`src/rtl/ncsr_axil_master_pkg.sv`:
```
// rtl/ncsr_axil_master_pkg.sv - shared FSM encoding, opcodes and defaults for the CSR AXI-Lite initiator
package ncsr_axil_master_pkg;

    typedef enum logic [2:0] {
        ST_IDLE    = 3'd0,
        ST_WR_REQ  = 3'd1,
        ST_WR_RESP = 3'd2,
        ST_RD_REQ  = 3'd3,
        ST_RD_RESP = 3'd4,
        ST_RSP     = 3'd5
    } ncsr_state_e;

    localparam logic CMD_RD = 1'b0;
    localparam logic CMD_WR = 1'b1;

    localparam int DEF_TIMEOUT_CYCLES = 1024;
    localparam int DEF_TO_CNT_WIDTH   = 16;

endpackage

```
`src/rtl/ncsr_axil_master_if.sv`:
```
// rtl/ncsr_axil_master_if.sv - AXI-Lite CSR bus bundle with initiator/target modports
`ifndef AXIL_DATA_WIDTH
`define AXIL_DATA_WIDTH 32
`endif
`ifndef AXIL_STRB_WIDTH
`define AXIL_STRB_WIDTH (`AXIL_DATA_WIDTH/8)
`endif

interface ncsr_axil_master_if #(
    parameter int ADDR_WIDTH = 20
);
    logic [ADDR_WIDTH-1:0]       awaddr_m;
    logic                        awvalid_m;
    logic                        awready_m;
    logic [`AXIL_DATA_WIDTH-1:0] wdata_m;
    logic [`AXIL_STRB_WIDTH-1:0] wstrb_m;
    logic                        wvalid_m;
    logic                        wready_m;
    logic                        bvalid_m;
    logic                        bready_m;
    logic [ADDR_WIDTH-1:0]       araddr_m;
    logic                        arvalid_m;
    logic                        arready_m;
    logic [`AXIL_DATA_WIDTH-1:0] rdata_m;
    logic                        rvalid_m;
    logic                        rready_m;

    modport master (
        output awaddr_m, awvalid_m, wdata_m, wstrb_m, wvalid_m, bready_m,
        output araddr_m, arvalid_m, rready_m,
        input  awready_m, wready_m, bvalid_m, arready_m, rdata_m, rvalid_m
    );

    modport slave (
        input  awaddr_m, awvalid_m, wdata_m, wstrb_m, wvalid_m, bready_m,
        input  araddr_m, arvalid_m, rready_m,
        output awready_m, wready_m, bvalid_m, arready_m, rdata_m, rvalid_m
    );
endinterface

```
`src/rtl/ncsr_resp_timer.sv`:
```
// rtl/ncsr_resp_timer.sv - response-wait counter; pulses expired on its last enabled cycle
module ncsr_resp_timer #(
    parameter int TO_CNT_WIDTH   = 16,
    parameter int TIMEOUT_CYCLES = 1024
) (
    input  logic clk,
    input  logic rst,
    input  logic clr_i,
    input  logic en_i,
    output logic expired_o
);
    localparam logic [TO_CNT_WIDTH-1:0] LAST = TO_CNT_WIDTH'(TIMEOUT_CYCLES - 1);

    logic [TO_CNT_WIDTH-1:0] cnt_q, cnt_d;

    always_comb begin
        cnt_d = cnt_q;
        if (clr_i) begin
            cnt_d = '0;
        end else if (en_i) begin
            cnt_d = cnt_q + TO_CNT_WIDTH'(1);
        end
    end

    always_ff @(posedge clk or posedge rst) begin
        if (rst) begin
            cnt_q <= '0;
        end else begin
            cnt_q <= cnt_d;
        end
    end

    assign expired_o = en_i && !clr_i && (cnt_q == LAST);

endmodule

```
`src/rtl/ncsr_axil_master.sv`:
```
// rtl/ncsr_axil_master.sv - single-outstanding AXI-Lite CSR initiator with response timeout
// Optional stat counters enabled by NCSR_AXIL_MASTER_STATS_EN.
`ifndef AXIL_DATA_WIDTH
`define AXIL_DATA_WIDTH 32
`endif
`ifndef AXIL_STRB_WIDTH
`define AXIL_STRB_WIDTH (`AXIL_DATA_WIDTH/8)
`endif

module ncsr_axil_master
    import ncsr_axil_master_pkg::*;
#(
    parameter int AXIL_ADDR_WIDTH = 20,
    parameter int TIMEOUT_CYCLES  = DEF_TIMEOUT_CYCLES,
    parameter int TO_CNT_WIDTH    = DEF_TO_CNT_WIDTH
) (
    input  logic                        clk,
    input  logic                        rst,
    input  logic                        cmd_valid,
    output logic                        cmd_ready,
    input  logic                        cmd_wr,
    input  logic [AXIL_ADDR_WIDTH-1:0]  cmd_addr,
    input  logic [`AXIL_DATA_WIDTH-1:0] cmd_wdata,
    input  logic [`AXIL_STRB_WIDTH-1:0] cmd_wstrb,
    output logic                        rsp_valid,
    input  logic                        rsp_ready,
    output logic [`AXIL_DATA_WIDTH-1:0] rsp_rdata,
    output logic                        rsp_timeout,
`ifdef NCSR_AXIL_MASTER_STATS_EN
    output logic [31:0]                 stat_wr_cnt,
    output logic [31:0]                 stat_rd_cnt,
    output logic [31:0]                 stat_to_cnt,
`endif
    ncsr_axil_master_if.master          axil
);
    ncsr_state_e                 state_q, state_d;
    logic [AXIL_ADDR_WIDTH-1:0]  addr_q, addr_d;
    logic [`AXIL_DATA_WIDTH-1:0] wdata_q, wdata_d;
    logic [`AXIL_STRB_WIDTH-1:0] wstrb_q, wstrb_d;
    logic                        aw_done_q, aw_done_d;
    logic                        w_done_q, w_done_d;
    logic [`AXIL_DATA_WIDTH-1:0] rdata_q, rdata_d;
    logic                        to_q, to_d;

    logic awvalid, wvalid, arvalid, bready, rready;
    logic aw_fire, w_fire;
    logic timer_en, timer_expired;

    assign timer_en = (state_q == ST_WR_RESP) || (state_q == ST_RD_RESP);

    ncsr_resp_timer #(
        .TO_CNT_WIDTH   (TO_CNT_WIDTH),
        .TIMEOUT_CYCLES (TIMEOUT_CYCLES)
    ) u_timer (
        .clk       (clk),
        .rst       (rst),
        .clr_i     (!timer_en),
        .en_i      (timer_en),
        .expired_o (timer_expired)
    );

    always_comb begin
        state_d   = state_q;
        addr_d    = addr_q;
        wdata_d   = wdata_q;
        wstrb_d   = wstrb_q;
        aw_done_d = aw_done_q;
        w_done_d  = w_done_q;
        rdata_d   = rdata_q;
        to_d      = to_q;
        cmd_ready = 1'b0;
        rsp_valid = 1'b0;
        awvalid   = 1'b0;
        wvalid    = 1'b0;
        arvalid   = 1'b0;
        bready    = 1'b0;
        rready    = 1'b0;
        aw_fire   = 1'b0;
        w_fire    = 1'b0;

        case (state_q)
            ST_IDLE: begin
                // Both ready lines stay high so late or stray responses are drained here.
                cmd_ready = 1'b1;
                bready    = 1'b1;
                rready    = 1'b1;
                if (cmd_valid) begin
                    addr_d    = cmd_addr;
                    wdata_d   = cmd_wdata;
                    wstrb_d   = cmd_wstrb;
                    aw_done_d = 1'b0;
                    w_done_d  = 1'b0;
                    case (cmd_wr)
                        CMD_WR: state_d = ST_WR_REQ;
                        CMD_RD: state_d = ST_RD_REQ;
                    endcase
                end
            end
            ST_WR_REQ: begin
                awvalid = !aw_done_q;
                wvalid  = !w_done_q;
                aw_fire = awvalid && axil.awready_m;
                w_fire  = wvalid && axil.wready_m;
                if (aw_fire) aw_done_d = 1'b1;
                if (w_fire)  w_done_d  = 1'b1;
                if ((aw_done_q || aw_fire) && (w_done_q || w_fire)) begin
                    state_d = ST_WR_RESP;
                end
            end
            ST_WR_RESP: begin
                bready = 1'b1;
                if (axil.bvalid_m) begin
                    rdata_d = '0;
                    to_d    = 1'b0;
                    state_d = ST_RSP;
                end else if (timer_expired) begin
                    rdata_d = '0;
                    to_d    = 1'b1;
                    state_d = ST_RSP;
                end
            end
            ST_RD_REQ: begin
                arvalid = 1'b1;
                if (axil.arready_m) state_d = ST_RD_RESP;
            end
            ST_RD_RESP: begin
                rready = 1'b1;
                if (axil.rvalid_m) begin
                    rdata_d = axil.rdata_m;
                    to_d    = 1'b0;
                    state_d = ST_RSP;
                end else if (timer_expired) begin
                    rdata_d = '0;
                    to_d    = 1'b1;
                    state_d = ST_RSP;
                end
            end
            ST_RSP: begin
                rsp_valid = 1'b1;
                if (rsp_ready) state_d = ST_IDLE;
            end
            default: state_d = ST_IDLE;
        endcase
    end

    always_ff @(posedge clk or posedge rst) begin
        if (rst) begin
            state_q   <= ST_IDLE;
            addr_q    <= '0;
            wdata_q   <= '0;
            wstrb_q   <= '0;
            aw_done_q <= 1'b0;
            w_done_q  <= 1'b0;
            rdata_q   <= '0;
            to_q      <= 1'b0;
        end else begin
            state_q   <= state_d;
            addr_q    <= addr_d;
            wdata_q   <= wdata_d;
            wstrb_q   <= wstrb_d;
            aw_done_q <= aw_done_d;
            w_done_q  <= w_done_d;
            rdata_q   <= rdata_d;
            to_q      <= to_d;
        end
    end

    assign rsp_rdata      = rdata_q;
    assign rsp_timeout    = to_q;
    assign axil.awaddr_m  = addr_q;
    assign axil.awvalid_m = awvalid;
    assign axil.wdata_m   = wdata_q;
    assign axil.wstrb_m   = wstrb_q;
    assign axil.wvalid_m  = wvalid;
    assign axil.bready_m  = bready;
    assign axil.araddr_m  = addr_q;
    assign axil.arvalid_m = arvalid;
    assign axil.rready_m  = rready;

`ifdef NCSR_AXIL_MASTER_STATS_EN
    logic [31:0] wr_cnt_q, rd_cnt_q, to_cnt_q;
    logic        rsp_entry;

    assign rsp_entry = (state_d == ST_RSP) && (state_q != ST_RSP);

    always_ff @(posedge clk or posedge rst) begin
        if (rst) begin
            wr_cnt_q <= '0;
            rd_cnt_q <= '0;
            to_cnt_q <= '0;
        end else if (rsp_entry) begin
            if (to_d) begin
                to_cnt_q <= to_cnt_q + 32'd1;
            end else if (state_q == ST_WR_RESP) begin
                wr_cnt_q <= wr_cnt_q + 32'd1;
            end else begin
                rd_cnt_q <= rd_cnt_q + 32'd1;
            end
        end
    end

    assign stat_wr_cnt = wr_cnt_q;
    assign stat_rd_cnt = rd_cnt_q;
    assign stat_to_cnt = to_cnt_q;
`endif

endmodule
```
`src/flat_wrapper.sv`:
```
// flat-port wrapper written by rule: the top's interface ports become plain ports
module ncsr_axil_master_flat import ncsr_axil_master_pkg::*;
#(
    parameter int AXIL_ADDR_WIDTH = 20,
    parameter int TIMEOUT_CYCLES  = DEF_TIMEOUT_CYCLES,
    parameter int TO_CNT_WIDTH    = DEF_TO_CNT_WIDTH
)
  (clk, rst, cmd_valid, cmd_ready, cmd_wr, cmd_addr, cmd_wdata, cmd_wstrb, rsp_valid, rsp_ready, rsp_rdata, rsp_timeout, axil_awaddr_m, axil_awvalid_m, axil_wdata_m, axil_wstrb_m, axil_wvalid_m, axil_bready_m, axil_araddr_m, axil_arvalid_m, axil_rready_m, axil_awready_m, axil_wready_m, axil_bvalid_m, axil_arready_m, axil_rdata_m, axil_rvalid_m);
  ncsr_axil_master_if axil_i ();
  input  logic clk;
  input  logic rst;
  input  logic cmd_valid;
  output logic cmd_ready;
  input  logic cmd_wr;
  input  logic [AXIL_ADDR_WIDTH-1:0] cmd_addr;
  input  logic [`AXIL_DATA_WIDTH-1:0] cmd_wdata;
  input  logic [`AXIL_STRB_WIDTH-1:0] cmd_wstrb;
  output logic rsp_valid;
  input  logic rsp_ready;
  output logic [`AXIL_DATA_WIDTH-1:0] rsp_rdata;
  output logic rsp_timeout;
  output wire logic [$bits(axil_i.awaddr_m)-1:0] axil_awaddr_m;
  output wire logic [$bits(axil_i.awvalid_m)-1:0] axil_awvalid_m;
  output wire logic [$bits(axil_i.wdata_m)-1:0] axil_wdata_m;
  output wire logic [$bits(axil_i.wstrb_m)-1:0] axil_wstrb_m;
  output wire logic [$bits(axil_i.wvalid_m)-1:0] axil_wvalid_m;
  output wire logic [$bits(axil_i.bready_m)-1:0] axil_bready_m;
  output wire logic [$bits(axil_i.araddr_m)-1:0] axil_araddr_m;
  output wire logic [$bits(axil_i.arvalid_m)-1:0] axil_arvalid_m;
  output wire logic [$bits(axil_i.rready_m)-1:0] axil_rready_m;
  input wire logic [$bits(axil_i.awready_m)-1:0] axil_awready_m;
  input wire logic [$bits(axil_i.wready_m)-1:0] axil_wready_m;
  input wire logic [$bits(axil_i.bvalid_m)-1:0] axil_bvalid_m;
  input wire logic [$bits(axil_i.arready_m)-1:0] axil_arready_m;
  input wire logic [$bits(axil_i.rdata_m)-1:0] axil_rdata_m;
  input wire logic [$bits(axil_i.rvalid_m)-1:0] axil_rvalid_m;
  assign axil_awaddr_m = axil_i.awaddr_m;
  assign axil_awvalid_m = axil_i.awvalid_m;
  assign axil_wdata_m = axil_i.wdata_m;
  assign axil_wstrb_m = axil_i.wstrb_m;
  assign axil_wvalid_m = axil_i.wvalid_m;
  assign axil_bready_m = axil_i.bready_m;
  assign axil_araddr_m = axil_i.araddr_m;
  assign axil_arvalid_m = axil_i.arvalid_m;
  assign axil_rready_m = axil_i.rready_m;
  assign axil_i.awready_m = axil_awready_m;
  assign axil_i.wready_m = axil_wready_m;
  assign axil_i.bvalid_m = axil_bvalid_m;
  assign axil_i.arready_m = axil_arready_m;
  assign axil_i.rdata_m = axil_rdata_m;
  assign axil_i.rvalid_m = axil_rvalid_m;
  ncsr_axil_master #(.AXIL_ADDR_WIDTH(AXIL_ADDR_WIDTH), .TIMEOUT_CYCLES(TIMEOUT_CYCLES), .TO_CNT_WIDTH(TO_CNT_WIDTH)) u_core (.clk(clk), .rst(rst), .cmd_valid(cmd_valid), .cmd_ready(cmd_ready), .cmd_wr(cmd_wr), .cmd_addr(cmd_addr), .cmd_wdata(cmd_wdata), .cmd_wstrb(cmd_wstrb), .rsp_valid(rsp_valid), .rsp_ready(rsp_ready), .rsp_rdata(rsp_rdata), .rsp_timeout(rsp_timeout), .axil(axil_i));
endmodule
```
`config.mk`:
```
export PLATFORM = sky130hd
export DESIGN_NAME = ncsr_axil_master_flat
export DESIGN_NICKNAME = d
export VERILOG_FILES = /design/src/rtl/ncsr_axil_master_pkg.sv /design/src/rtl/ncsr_axil_master_if.sv /design/src/rtl/ncsr_resp_timer.sv /design/src/rtl/ncsr_axil_master.sv /design/src/flat_wrapper.sv
export SDC_FILE = /design/constraint.sdc
export NUM_CORES = 1
export LEC_CHECK = 0
export CAP_MARGIN = 5
export CORE_MARGIN = 1.5
export CORE_UTILIZATION = 60
export DETAILED_ROUTE_END_ITERATION = 10
export DONT_BUFFER_PORTS = 1
export PLACE_DENSITY = 0.76
export SYNTH_ARGS = -nofsm -noshare
export SYNTH_HDL_FRONTEND = slang
export SYNTH_SLANG_ARGS = --single-unit
```
`constraint.sdc`:
```
create_clock -name clk -period 8 [get_ports clk]
set_input_delay 2 -clock clk [delete_from_list [all_inputs] [get_ports clk]]
set_output_delay 2 -clock clk [all_outputs]
set_load 0.02 [all_outputs]
```
==> run metrics <==
DRT Pass-1 Iters 4; register area share after synthesis 59.17%; Final ANT Viol Nets 0; min Tclk post-route 3.710 ns; library cells used by synthesis 44; Remaining DRCs 0; standard-cell rows 31; Yosys warnings 0; crit path cell chain inv_1 -> nand2_1 -> nor3_1; DIE HEIGHT 91.05 um; drt via density 6.215; Leakage 0.002051 uW; ant diodes 0; Setup Crit Path Kind reg -> out; Fmax 0.2695 GHz; Initial Utilization 63.12%; Placer Congestion 0.9198; global-route wire length before repair 14.86 mm; Rel. slew slack 22.10%; Fin Hold WS 0.4597 ns; hpwl dp 6.779 mm; period utilization 46.38%; CP peak stage delay 0.52 ns; Clock transition at path regs 0.10 ns; Setup Skew 0.01153 ns; Crit path arrival time 1.71 ns; clock buffer depth 2; Startpoint Class register; setup_tns 0 ns; Post-Synthesis Cell Area 4652 um2; R2R Setup Slk 5.39 ns; Port Buffer Count 0; synth top area cells dfrtp_1 59%, mux2_2 14%, a22o_1 6.0%; critical path capture point type output port; # setup viols final 0; vias in the first global route 2680; xor and xnor area share after synthesis 2.448%; Multi-input gate area 1590 um2; cell taking the most area after synthesis dfrtp_1; RSZ-0062 raised after global routing false; Synth Area in Compound Gates 9.683%; initial antenna violation count 0; worst setup path end axil_wvalid_m; Layout area overhead 1.910%; Post-Synth Simple-Gate Area 8.203%; Ports 214; RR Endpoint u_core.axil.araddr_m[2]$_DFFE_PP0P_; Mapped Cells 355; slowest CP cell dfrtp_1; PostCTS Resize Cnt 0; most common cell after layout, fill and taps aside dfrtp_1; clock sink count 110; fin. max-slew vios 0; DR iter-0 viols 133; Chip Width 91.05 um; pin count of the biggest net entering global routing 59; nets@finish 427; Vias 2685; crit-path max FO 13; Max VDD drop 0.2059 mV; largest family of logic cells by synthesized area multiplexers; endpoints failing hold 0; GRT Total Usage 23.02%; CTS Buf Count 9; Post-Syn Nets 454; Post-Synth Adder-Cell Area 0.2690%; DR WL/cell 21.93 um; gr ovfl total 0; Hold/Removal Path Class reg -> reg; #FFs+latches synth 110; clk_lat worst skew 0.37 ns; share of cells above drive strength 1 25.23%; root buffer cell clkbuf_8; most frequent cells in the layout 110 x dfrtp_1, 56 x mux2_2, 32 x a22o_1; DIE AREA 8290 um2; PwrDens 457.4 nW/um2; Avg Inst Size Synth 13.10 um2; status completed; fill count 534; Req. time, crit path 6.00 ns; core area 7370 um2; r2r startpoint u_core.state_q[0]$_DFFE_PP0P_; post-synth top area share 59.17%; CTS tree yes; Worst Reg-to-Reg Cells 4; worst-margin pin slew 1.169 ns; H-Tree Depth 3; Final Instance Count excl. Fillers 432; crit path from u_core.state_q[1]$_DFFE_PP0P_; CTS Hold Bufs 0; placed cell count 416; drt total wl 9.475 mm; Setup Fix Bufs, Post-CTS 0; Total Power 2168 uW; number of max-cap violations 0; post-synthesis mux area share 13.56%; register area 2753 um2
==> worst min path at each step <==
stage,startpoint,end,slack (ns),cells after the start
after floorplan,u_core.u_timer.cnt_q[0]$_DFF_PP0_,u_core.u_timer.cnt_q[0]$_DFF_PP0_,0.42,1
after global placement,u_core.u_timer.cnt_q[0]$_DFF_PP0_,u_core.u_timer.cnt_q[0]$_DFF_PP0_,0.44,1
after detailed placement,u_core.u_timer.cnt_q[0]$_DFF_PP0_,u_core.u_timer.cnt_q[0]$_DFF_PP0_,0.44,1
after CTS,u_core.u_timer.cnt_q[0]$_DFF_PP0_,u_core.u_timer.cnt_q[0]$_DFF_PP0_,0.46,1
after global routing,u_core.u_timer.cnt_q[0]$_DFF_PP0_,u_core.u_timer.cnt_q[0]$_DFF_PP0_,0.47,1
final,u_core.u_timer.cnt_q[0]$_DFF_PP0_,u_core.u_timer.cnt_q[0]$_DFF_PP0_,0.46,1
==> sequential cells by signal, summed over array words and instances, names as in the netlist <==
register and cells:
u_core.aw_done_q 1, u_core.axil.araddr_m 20, u_core.axil.wdata_m 32, u_core.axil.wstrb_m 4, u_core.rsp_rdata 32, u_core.rsp_timeout 1, u_core.state_q 3, u_core.u_timer.cnt_q 16
u_core.w_done_q 1
==> critical path: cells and delay by family (launching register included) <==
kind	cells	cell delay, ns
DFF	1	0.52
buffers and inverters	1	0.19
and+or+nand+nor	2	0.63
==> stage by stage <==
stage	worst slack [ns]	utilization, %	cell area (um2)
global route	4.200	64.33	4741
global placement	4.734	61.21	4511
floorplan	3.098	-	4652
detailed placement	4.691	61.21	4511
finish	4.290	64.33	4741
CTS	4.281	64.33	4741
==> logic make-up (layout without fill, tap and decap cells) <==
group                      after synthesis  in the layout
xor gates and xnor gates                13             13
muxes                                   56             56
AOI/OAI and AO/OA                       60             60
adders and majority gates                1              1
and+or+nand+nor                         69             69
buffers and inverters                   46             24
DFF                                    110            110
==> power by group <==
part / switching [uW] / leakage, uW / internal (uW) / total (uW)
Combinational: 213 / 0.000549 / 248 / 462
Sequential: 551 / 0.00139 / 782 / 1330
Clock: 193 / 0.000113 / 181 / 374
Total: 958 / 0.00205 / 1210 / 2170
==> synth_stat cells (all sizes together) <==
cell type / number
a21oi: 12
ha: 1
a31oi: 2
mux2: 56
a211o: 1
o21a: 1
buf: 32
and4: 3
inv: 5
nand3: 4
o21ai: 4
or3: 3
nand4: 8
xnor2: 2
nand2: 7
xor2: 11
clkbuf: 9
dfrtp: 110
and3: 2
o221ai: 1
a22o: 32
or3b: 1
a2111oi: 1
nand3b: 2
nor3b: 1
and2: 4
o22ai: 4
or2: 1
nor3: 4
nand2b: 1
nor4: 2
or4: 2
o211ai: 1
nor2: 24
o31ai: 1
==> layout make-up <==
cell class / count / area share (%)
multi-input cells: 199 / 33.54
clock inverters: 7 / 2.243
repair buffers: 3 / 0.4751
inverters: 5 / 0.4487
flip-flops and latches: 110 / 58.06
well taps: 99 / 2.613
clock buffers: 9 / 2.613
==> layer usage <==
layer	vias up	GRT usage, %	routed length [um]
met5	-	0	0
met4	0	8.724	206
met3	20	4.271	490
met2	135	39.86	5273
met1	1339	28.60	3505
li1	1191	-	-
Power figures use the tool's default switching activity.
